$ cat src/rtl/alu_pipe_if.sv
// Request/response bundle for alu_pipe.
// Request: A, B, ALU_FUN, IN_Valid / IN_Ready.
// Response: ALU_OUT, FLAGS, OUT_Valid / OUT_Ready.
// The master is the requester and consumer; the slave is the ALU.
interface alu_pipe_if #(
    parameter int DATA_WIDTH = 8,
    parameter int FUN_WIDTH  = 4
);
    logic [DATA_WIDTH-1:0]   A;
    logic [DATA_WIDTH-1:0]   B;
    logic [FUN_WIDTH-1:0]    ALU_FUN;
    logic                    IN_Valid;
    logic                    IN_Ready;
    logic [2*DATA_WIDTH-1:0] ALU_OUT;
    logic [2:0]              FLAGS;
    logic                    OUT_Valid;
    logic                    OUT_Ready;

    modport master (
        output A, B, ALU_FUN, IN_Valid, OUT_Ready,
        input  IN_Ready, ALU_OUT, FLAGS, OUT_Valid
    );

    modport slave (
        input  A, B, ALU_FUN, IN_Valid, OUT_Ready,
        output IN_Ready, ALU_OUT, FLAGS, OUT_Valid
    );
endinterface

$ cat src/rtl/alu_pipe.sv
// Handshaked ALU with a one-entry result register and an iterative divider.
// Ports: CLK, RST (sync, active-high), bus (alu_pipe_if.slave).
module alu_pipe #(
    parameter int DATA_WIDTH = 8,
    parameter int FUN_WIDTH  = 4
) (
    input  logic       CLK,
    input  logic       RST,
    alu_pipe_if.slave  bus
);
    localparam int W  = DATA_WIDTH;
    localparam int CW = $clog2(W + 1);

    typedef enum logic [1:0] {
        S_IDLE,
        S_DIV,
        S_HOLD
    } state_t;

    state_t state_q, state_d;

    logic [2*W-1:0] out_q, out_d;
    logic [2:0]     flags_q, flags_d;
    logic [W-1:0]   rem_q, rem_d;
    logic [W-1:0]   quo_q, quo_d;
    logic [W-1:0]   dvs_q, dvs_d;
    logic [CW-1:0]  cnt_q, cnt_d;

    logic [3:0]     fn;
    logic           in_rdy;
    logic           accept;
    logic           is_nop;
    logic           div_go;
    logic [W:0]     sum;
    logic [W:0]     diff;
    logic [2*W-1:0] prod;
    logic [2*W-1:0] res;
    logic           carry;
    logic           dz;
    logic [W:0]     shl;
    logic           ge;
    logic [W:0]     trial;
    logic [W-1:0]   rem_nx;
    logic [W-1:0]   quo_nx;

    assign fn     = bus.ALU_FUN[3:0];
    assign in_rdy = !RST && state_q != S_DIV
                    && (state_q != S_HOLD || bus.OUT_Ready);
    assign accept = bus.IN_Valid && in_rdy;
    assign is_nop = fn == 4'h8;
    assign div_go = fn == 4'h3 && bus.B != '0;

    // Single-cycle operations, evaluated on the request operands.
    always_comb begin
        res   = '0;
        carry = 1'b0;
        dz    = 1'b0;
        sum   = {1'b0, bus.A} + {1'b0, bus.B};
        diff  = {1'b0, bus.A} - {1'b0, bus.B};
        prod  = {{W{1'b0}}, bus.A} * {{W{1'b0}}, bus.B};
        case (fn)
            4'h0: begin
                res[W:0] = sum;
                carry    = sum[W];
            end
            4'h1: begin
                res[W:0] = diff;
                carry    = bus.A < bus.B;
            end
            4'h2: res = prod;
            // Only reaches the result path for a zero divisor.
            4'h3: begin
                res = {bus.A, {W{1'b1}}};
                dz  = 1'b1;
            end
            4'h4: res[W-1:0] = bus.A & bus.B;
            4'h5: res[W-1:0] = bus.A | bus.B;
            4'h6: res[W-1:0] = ~(bus.A & bus.B);
            4'h7: res[W-1:0] = ~(bus.A | bus.B);
            4'h8: res = '0;
            4'h9: res[0] = bus.A == bus.B;
            4'hA: res[0] = bus.A > bus.B;
            4'hB: res[0] = bus.A < bus.B;
            4'hC: res[W-1:0] = bus.A >> 1;
            4'hD: res[W:0] = {bus.A, 1'b0};
            4'hE: res[W-1:0] = bus.B >> 1;
            4'hF: res[W:0] = {bus.B, 1'b0};
            default: res = '0;
        endcase
    end

    // One restoring-division step: shift in the next dividend bit,
    // subtract the divisor if it fits.
    always_comb begin
        shl    = {rem_q, quo_q[W-1]};
        ge     = shl >= {1'b0, dvs_q};
        trial  = shl - {1'b0, dvs_q};
        rem_nx = ge ? trial[W-1:0] : shl[W-1:0];
        quo_nx = {quo_q[W-2:0], ge};
    end

    always_ff @(posedge CLK) begin
        if (RST) begin
            state_q <= S_IDLE;
        end else begin
            state_q <= state_d;
        end
    end

    always_comb begin
        state_d = state_q;
        unique case (state_q)
            S_DIV: begin
                if (cnt_q == CW'(1)) begin
                    state_d = S_HOLD;
                end
            end
            default: begin
                if (accept) begin
                    if (div_go) begin
                        state_d = S_DIV;
                    end else if (is_nop) begin
                        state_d = S_IDLE;
                    end else begin
                        state_d = S_HOLD;
                    end
                end else if (state_q == S_HOLD && bus.OUT_Ready) begin
                    state_d = S_IDLE;
                end
            end
        endcase
    end

    always_comb begin
        bus.IN_Ready  = in_rdy;
        bus.OUT_Valid = state_q == S_HOLD;
        bus.ALU_OUT   = out_q;
        bus.FLAGS     = flags_q;
    end

    always_comb begin
        out_d   = out_q;
        flags_d = flags_q;
        rem_d   = rem_q;
        quo_d   = quo_q;
        dvs_d   = dvs_q;
        cnt_d   = cnt_q;
        if (state_q == S_DIV) begin
            rem_d = rem_nx;
            quo_d = quo_nx;
            cnt_d = cnt_q - CW'(1);
            if (cnt_q == CW'(1)) begin
                out_d   = {rem_nx, quo_nx};
                flags_d = {2'b00, {rem_nx, quo_nx} == '0};
            end
        end else if (accept) begin
            if (div_go) begin
                rem_d = '0;
                quo_d = bus.A;
                dvs_d = bus.B;
                cnt_d = CW'(W);
            end else if (!is_nop) begin
                out_d   = res;
                flags_d = {dz, carry, res == '0};
            end
        end
    end

    always_ff @(posedge CLK) begin
        if (RST) begin
            out_q   <= '0;
            flags_q <= '0;
            rem_q   <= '0;
            quo_q   <= '0;
            dvs_q   <= '0;
            cnt_q   <= '0;
        end else begin
            out_q   <= out_d;
            flags_q <= flags_d;
            rem_q   <= rem_d;
            quo_q   <= quo_d;
            dvs_q   <= dvs_d;
            cnt_q   <= cnt_d;
        end
    end
endmodule

$ cat src/flat_wrapper.sv
// flat-port wrapper written by rule: the top's interface ports become plain ports
module alu_pipe_flat 
#(
    parameter int DATA_WIDTH = 8,
    parameter int FUN_WIDTH  = 4
)
  (CLK, RST, bus_A, bus_B, bus_ALU_FUN, bus_IN_Valid, bus_OUT_Ready, bus_IN_Ready, bus_ALU_OUT, bus_FLAGS, bus_OUT_Valid);
  alu_pipe_if #(.DATA_WIDTH(DATA_WIDTH), .FUN_WIDTH(FUN_WIDTH)) bus_i ();
  input  logic CLK;
  input  logic RST;
  input wire logic [$bits(bus_i.A)-1:0] bus_A;
  input wire logic [$bits(bus_i.B)-1:0] bus_B;
  input wire logic [$bits(bus_i.ALU_FUN)-1:0] bus_ALU_FUN;
  input wire logic [$bits(bus_i.IN_Valid)-1:0] bus_IN_Valid;
  input wire logic [$bits(bus_i.OUT_Ready)-1:0] bus_OUT_Ready;
  output wire logic [$bits(bus_i.IN_Ready)-1:0] bus_IN_Ready;
  output wire logic [$bits(bus_i.ALU_OUT)-1:0] bus_ALU_OUT;
  output wire logic [$bits(bus_i.FLAGS)-1:0] bus_FLAGS;
  output wire logic [$bits(bus_i.OUT_Valid)-1:0] bus_OUT_Valid;
  assign bus_i.A = bus_A;
  assign bus_i.B = bus_B;
  assign bus_i.ALU_FUN = bus_ALU_FUN;
  assign bus_i.IN_Valid = bus_IN_Valid;
  assign bus_i.OUT_Ready = bus_OUT_Ready;
  assign bus_IN_Ready = bus_i.IN_Ready;
  assign bus_ALU_OUT = bus_i.ALU_OUT;
  assign bus_FLAGS = bus_i.FLAGS;
  assign bus_OUT_Valid = bus_i.OUT_Valid;
  alu_pipe #(.DATA_WIDTH(DATA_WIDTH), .FUN_WIDTH(FUN_WIDTH)) u_core (.CLK(CLK), .RST(RST), .bus(bus_i));
endmodule
$ cat config.mk
export PLATFORM = sky130hd
export DESIGN_NAME = alu_pipe_flat
export DESIGN_NICKNAME = d
export VERILOG_FILES = /design/src/rtl/alu_pipe_if.sv /design/src/rtl/alu_pipe.sv /design/src/flat_wrapper.sv
export SDC_FILE = /design/constraint.sdc
export NUM_CORES = 1
export LEC_CHECK = 0
export ABC_AREA = 1
export CORE_MARGIN = 2
export CORE_UTILIZATION = 56
export DETAILED_ROUTE_END_ITERATION = 16
export PLACE_DENSITY = 0.83
export SLEW_MARGIN = 0
export SYNTH_ARGS = -nofsm -noshare
export SYNTH_HDL_FRONTEND = slang
export SYNTH_SLANG_ARGS = --single-unit
$ cat constraint.sdc
create_clock -name CLK -period 5.9 [get_ports CLK]
set_input_delay 1.18 -clock CLK [delete_from_list [all_inputs] [get_ports CLK]]
set_output_delay 1.18 -clock CLK [all_outputs]
set_load 0.02 [all_outputs]
==> results by group <==
Routing
  • Wire per inst: 16.31 µm
  • Post-route ant nets: 0
  • Detailed Routing Iterations Pass 1: 6
  • Met2 wire length: slightly below 10000 µm
  • DRC: 0
  • Iteration-0 DRC Markers: slightly below 700
  • Via count: between 7000 and 8000
  • Routed met1 length: about 9000 µm
  • WL met3: 1456 µm
  • Top layer in use: met4
  • DRT Wirelength: approximately 21000 µm
  • Avg Vias per Cell: 5.552

Layout
  • Area Growth Syn to Fin: 11.93%
  • Cell Count, Final, Fillers Out: roughly 1300
  • # fillers: 1134
  • Nets: 1283
  • Most frequent cells in the layout: nand2_1, inv_1, nor2_1, nand3_1, ha_1
  • Final Instance Area: 7597 µm²
  • Commonest non-fill, non-tap cell in the layout: nand2_1
  • Share of layout cells above drive strength 1: 0.05474
  • Ant. Diodes: 0
  • Final Util: 0.6378

Timing
  • Peak Freq: 0.1778 GHz
  • Max_slew headroom: 0.3083
  • Pins Over Slew Limit: 0
  • Final clock skew: 0.01119 ns
  • Fin. Hold Viols: 0
  • Final worst-path cycle share: 0.9534
  • RSZ-0062 raised after global routing: false
  • Setup Viol. Count Final: 0
  • Worst hold slack: 0.4752 ns
  • Worst slew pin tran: 1.036 ns
  • Period minus WS final: 5.625 ns

Clocking
  • Number of buffers created by CTS: 5
  • Clock-pin transition on the worst setup and hold timing paths: 0.06 ns
  • CTS tree: yes
  • # H-tree levels: 2
  • TritonCTS Sinks: 49
  • CTS Root Cell: clkbuf_16
  • Worst-skew pair later-pin latency: 0.29 ns
  • Worst-case clock buffer depth: 2
  • Hold-fix buffers, CTS: 0

Die
  • Die Footprint: 13020 µm²
  • Io pins: 45
  • Die W: 114.1 µm
  • Cell Rows: 40
  • Core box area: 11910 µm²
  • Die Y: 114.1 µm
  • Initial Util: 0.5699

Yosys
  • Adder-cell share of the synthesized area: 0.2441
  • Register bit total from synthesis: 49
  • Cells after synthesis: 1108
  • Register area share after synthesis: 0.1445
  • Mux share of post-synthesis cell area: 0
  • Avg Inst Size Synth: 6.126 µm²
  • Ys Warns: 0
  • Post-Syn Nets: 1241
  • Syn Std Cell Area: just under 7000 µm²
  • XOR/XNOR Fraction of Synth Area: 0.01032
  • Simple-Gate Fraction of Synth Area: 0.3478
  • Synth Area in Compound Gates: 0.1049
  • Synth cell types: 38
  • Largest family of logic cells by synthesized area: simple AND/OR/NAND/NOR gates

Pwr
  • Pleak: 4.161 nW
  • Power Dens Cells: 201.4 nW/µm²
  • Max VDD drop: 124.9 µV

Min path
  • Min-delay src: u_core.quo_q[6]
  • Worst hold path type: reg -> reg

Setup path
  • CP max stage delay: 0.56 ns
  • CP Launch Type: input port
  • Capturing element type of the critical path: flip-flop
  • CP max-delay cell: clkdlybuf4s50_1
  • CP arrival: 5.84 ns
  • CP startpoint: bus_B[2]
  • Required time of the critical path: 6.12 ns
  • Most common cell on crit path: nand2_1
  • Crit path kind: in -> reg
  • Crit path cell chain: clkdlybuf4s50_1 -> buf_4 -> nand2_1 -> fa_1 -> fa_1 -> fa_1 -> fa_1 -> inv_1 -> ha_1 -> nand2_1 -> inv_1 -> nand2_1 -> nand2_1 -> inv_1 -> nand3b_1 -> nand3_1 -> nand3_2 -> nor2_1 -> nand2_1 -> nor2_1 -> nand3_1 -> a21oi_2
  • Crit Path Max Fanout: 7
  • R2R Path Start: u_core.state_q[0]

GRT
  • Largest net degree at the start of global routing: 35
  • Gr ovfl total: 0
  • Overall routing resource usage: 0.3320
  • Antenna violations before repair: 0
  • First-pass GRT wire length: 34180 µm
  • Vias in the first global route: roughly 6800

Placement
  • GPL Wtd Cong: 1.010
  • I/O Buffers: 44
  • DP Cell Count: 1290
  • Placed inst area: around 7400 µm²
  • Hpwl dp: 16900 µm

Run
  • Max-Cap Viols: 0

Run status
  • Status: complete, no violations
[critical path: cells and delay by family]
| kind | cells | cell delay (ns) |
|---|---|---|
| compound gates | 1 | 0.15 |
| fa+ha+maj | 5 | 2.38 |
| buf+inv | 5 | 0.91 |
| simple gates | 11 | 1.24 |
[stage by stage]
step                      total power (W)   TNS, ns  setup WS, ns
after floorplan                 0.0009921         0        0.8906
after global placement           0.001221  -0.03579      -0.03579
after detailed placement         0.001235  -0.08520      -0.08520
after CTS                        0.001517         0        0.1929
after global routing             0.001669         0       0.01008
final                            0.001530         0        0.2749
[synthesized netlist by cell type]
master	n	area (µm²)
a21o_1	2	15.01
a21oi_1	48	240.2
a21oi_2	3	26.28
a31oi_1	18	112.6
buf_2	16	80.08
buf_4	3	22.52
buf_6	4	45.04
clkbuf_1	16	60.06
dfxtp_1	49	980.9
fa_1	39	780.8
ha_1	70	875.8
inv_1	208	780.8
inv_2	5	18.77
nand2_1	333	1250
nand2_2	3	18.77
nand2_4	1	11.26
nand3_1	80	400.4
nand3_2	1	10.01
nand3b_1	4	30.03
nand4_1	20	125.1
nor2_1	104	390.4
nor2_2	2	12.51
nor2_4	3	33.78
nor3_1	5	25.02
nor3_2	1	10.01
o2111ai_1	1	8.760
o211ai_1	8	60.06
o21a_1	1	7.510
o21ai_0	36	180.2
o21ai_1	3	15.01
o21ai_2	1	8.760
o21bai_1	1	7.510
o21bai_2	1	11.26
o22ai_1	3	18.77
or2_0	1	6.260
or2_1	3	18.77
or2_2	3	18.77
xor2_1	8	70.07
[metal layers]
metal / vias up / track usage
li1: 3526 / -
met1: 3289 / 0.4357
met2: 313 / 0.5405
met3: 79 / 0.05241
met4: 0 / 0.1496
met5: - / 0
[layout make-up]
type / instances / area [µm²] / share of cell area
clock buffer: 6 / 128.9 / 0.01696
sequential: 49 / 980.9 / 0.1291
clock inverter: 2 / 13.76 / 0.001812
multi-input combinational: 807 / 4807 / 0.6327
tap: 147 / 183.9 / 0.02421
timing repair buffer: 74 / 683.2 / 0.08992
inverter: 213 / 799.5 / 0.1052
[sequential cells by signal (all words and copies together), names as in the netlist]
name and count:
u_core.cnt_q 4, u_core.state_q 2, u_core.bus.ALU_OUT 16, u_core.quo_q 8
u_core.rem_q 8, u_core.dvs_q 8, u_core.bus.FLAGS 3
[cells by family after synthesis]
| group | after synthesis |
|---|---|
| and+or+nand+nor | 564 |
| adders and majority gates | 109 |
| buffers and inverters | 252 |
| xor gates and xnor gates | 8 |
| AOI/OAI and AO/OA | 126 |
| DFF | 49 |
[where the power goes]
part	internal, W	leakage, nW	total [W]	switching (W)
Clock	0.000158	0.0712	0.000282	0.000124
Combinational	0.000329	3.69	0.000897	0.000569
Sequential	0.000342	0.398	0.000351	0.00000813
Total	0.000829	4.16	0.00153	0.000701
[path summary, 6_finish.rpt]
| kind | endpoint | slack (ns) | cells past startpoint |
|---|---|---|---|
| max | u_core.bus.FLAGS[0] | 0.27 | 22 |
| min | u_core.quo_q[6] | 0.48 | 2 |
| max reg2reg | u_core.bus.ALU_OUT[9] | 3.39 | 10 |
| min reg2reg | u_core.quo_q[6] | 0.48 | 2 |
[timing repair]
| action | CTS | global route |
|---|---|---|
| setup endpoints to repair | 0 | 1 |
| buffers inserted | 0 | 0 |
| gates resized for setup | 0 | 9 |
(Power assumes the default switching activity.)
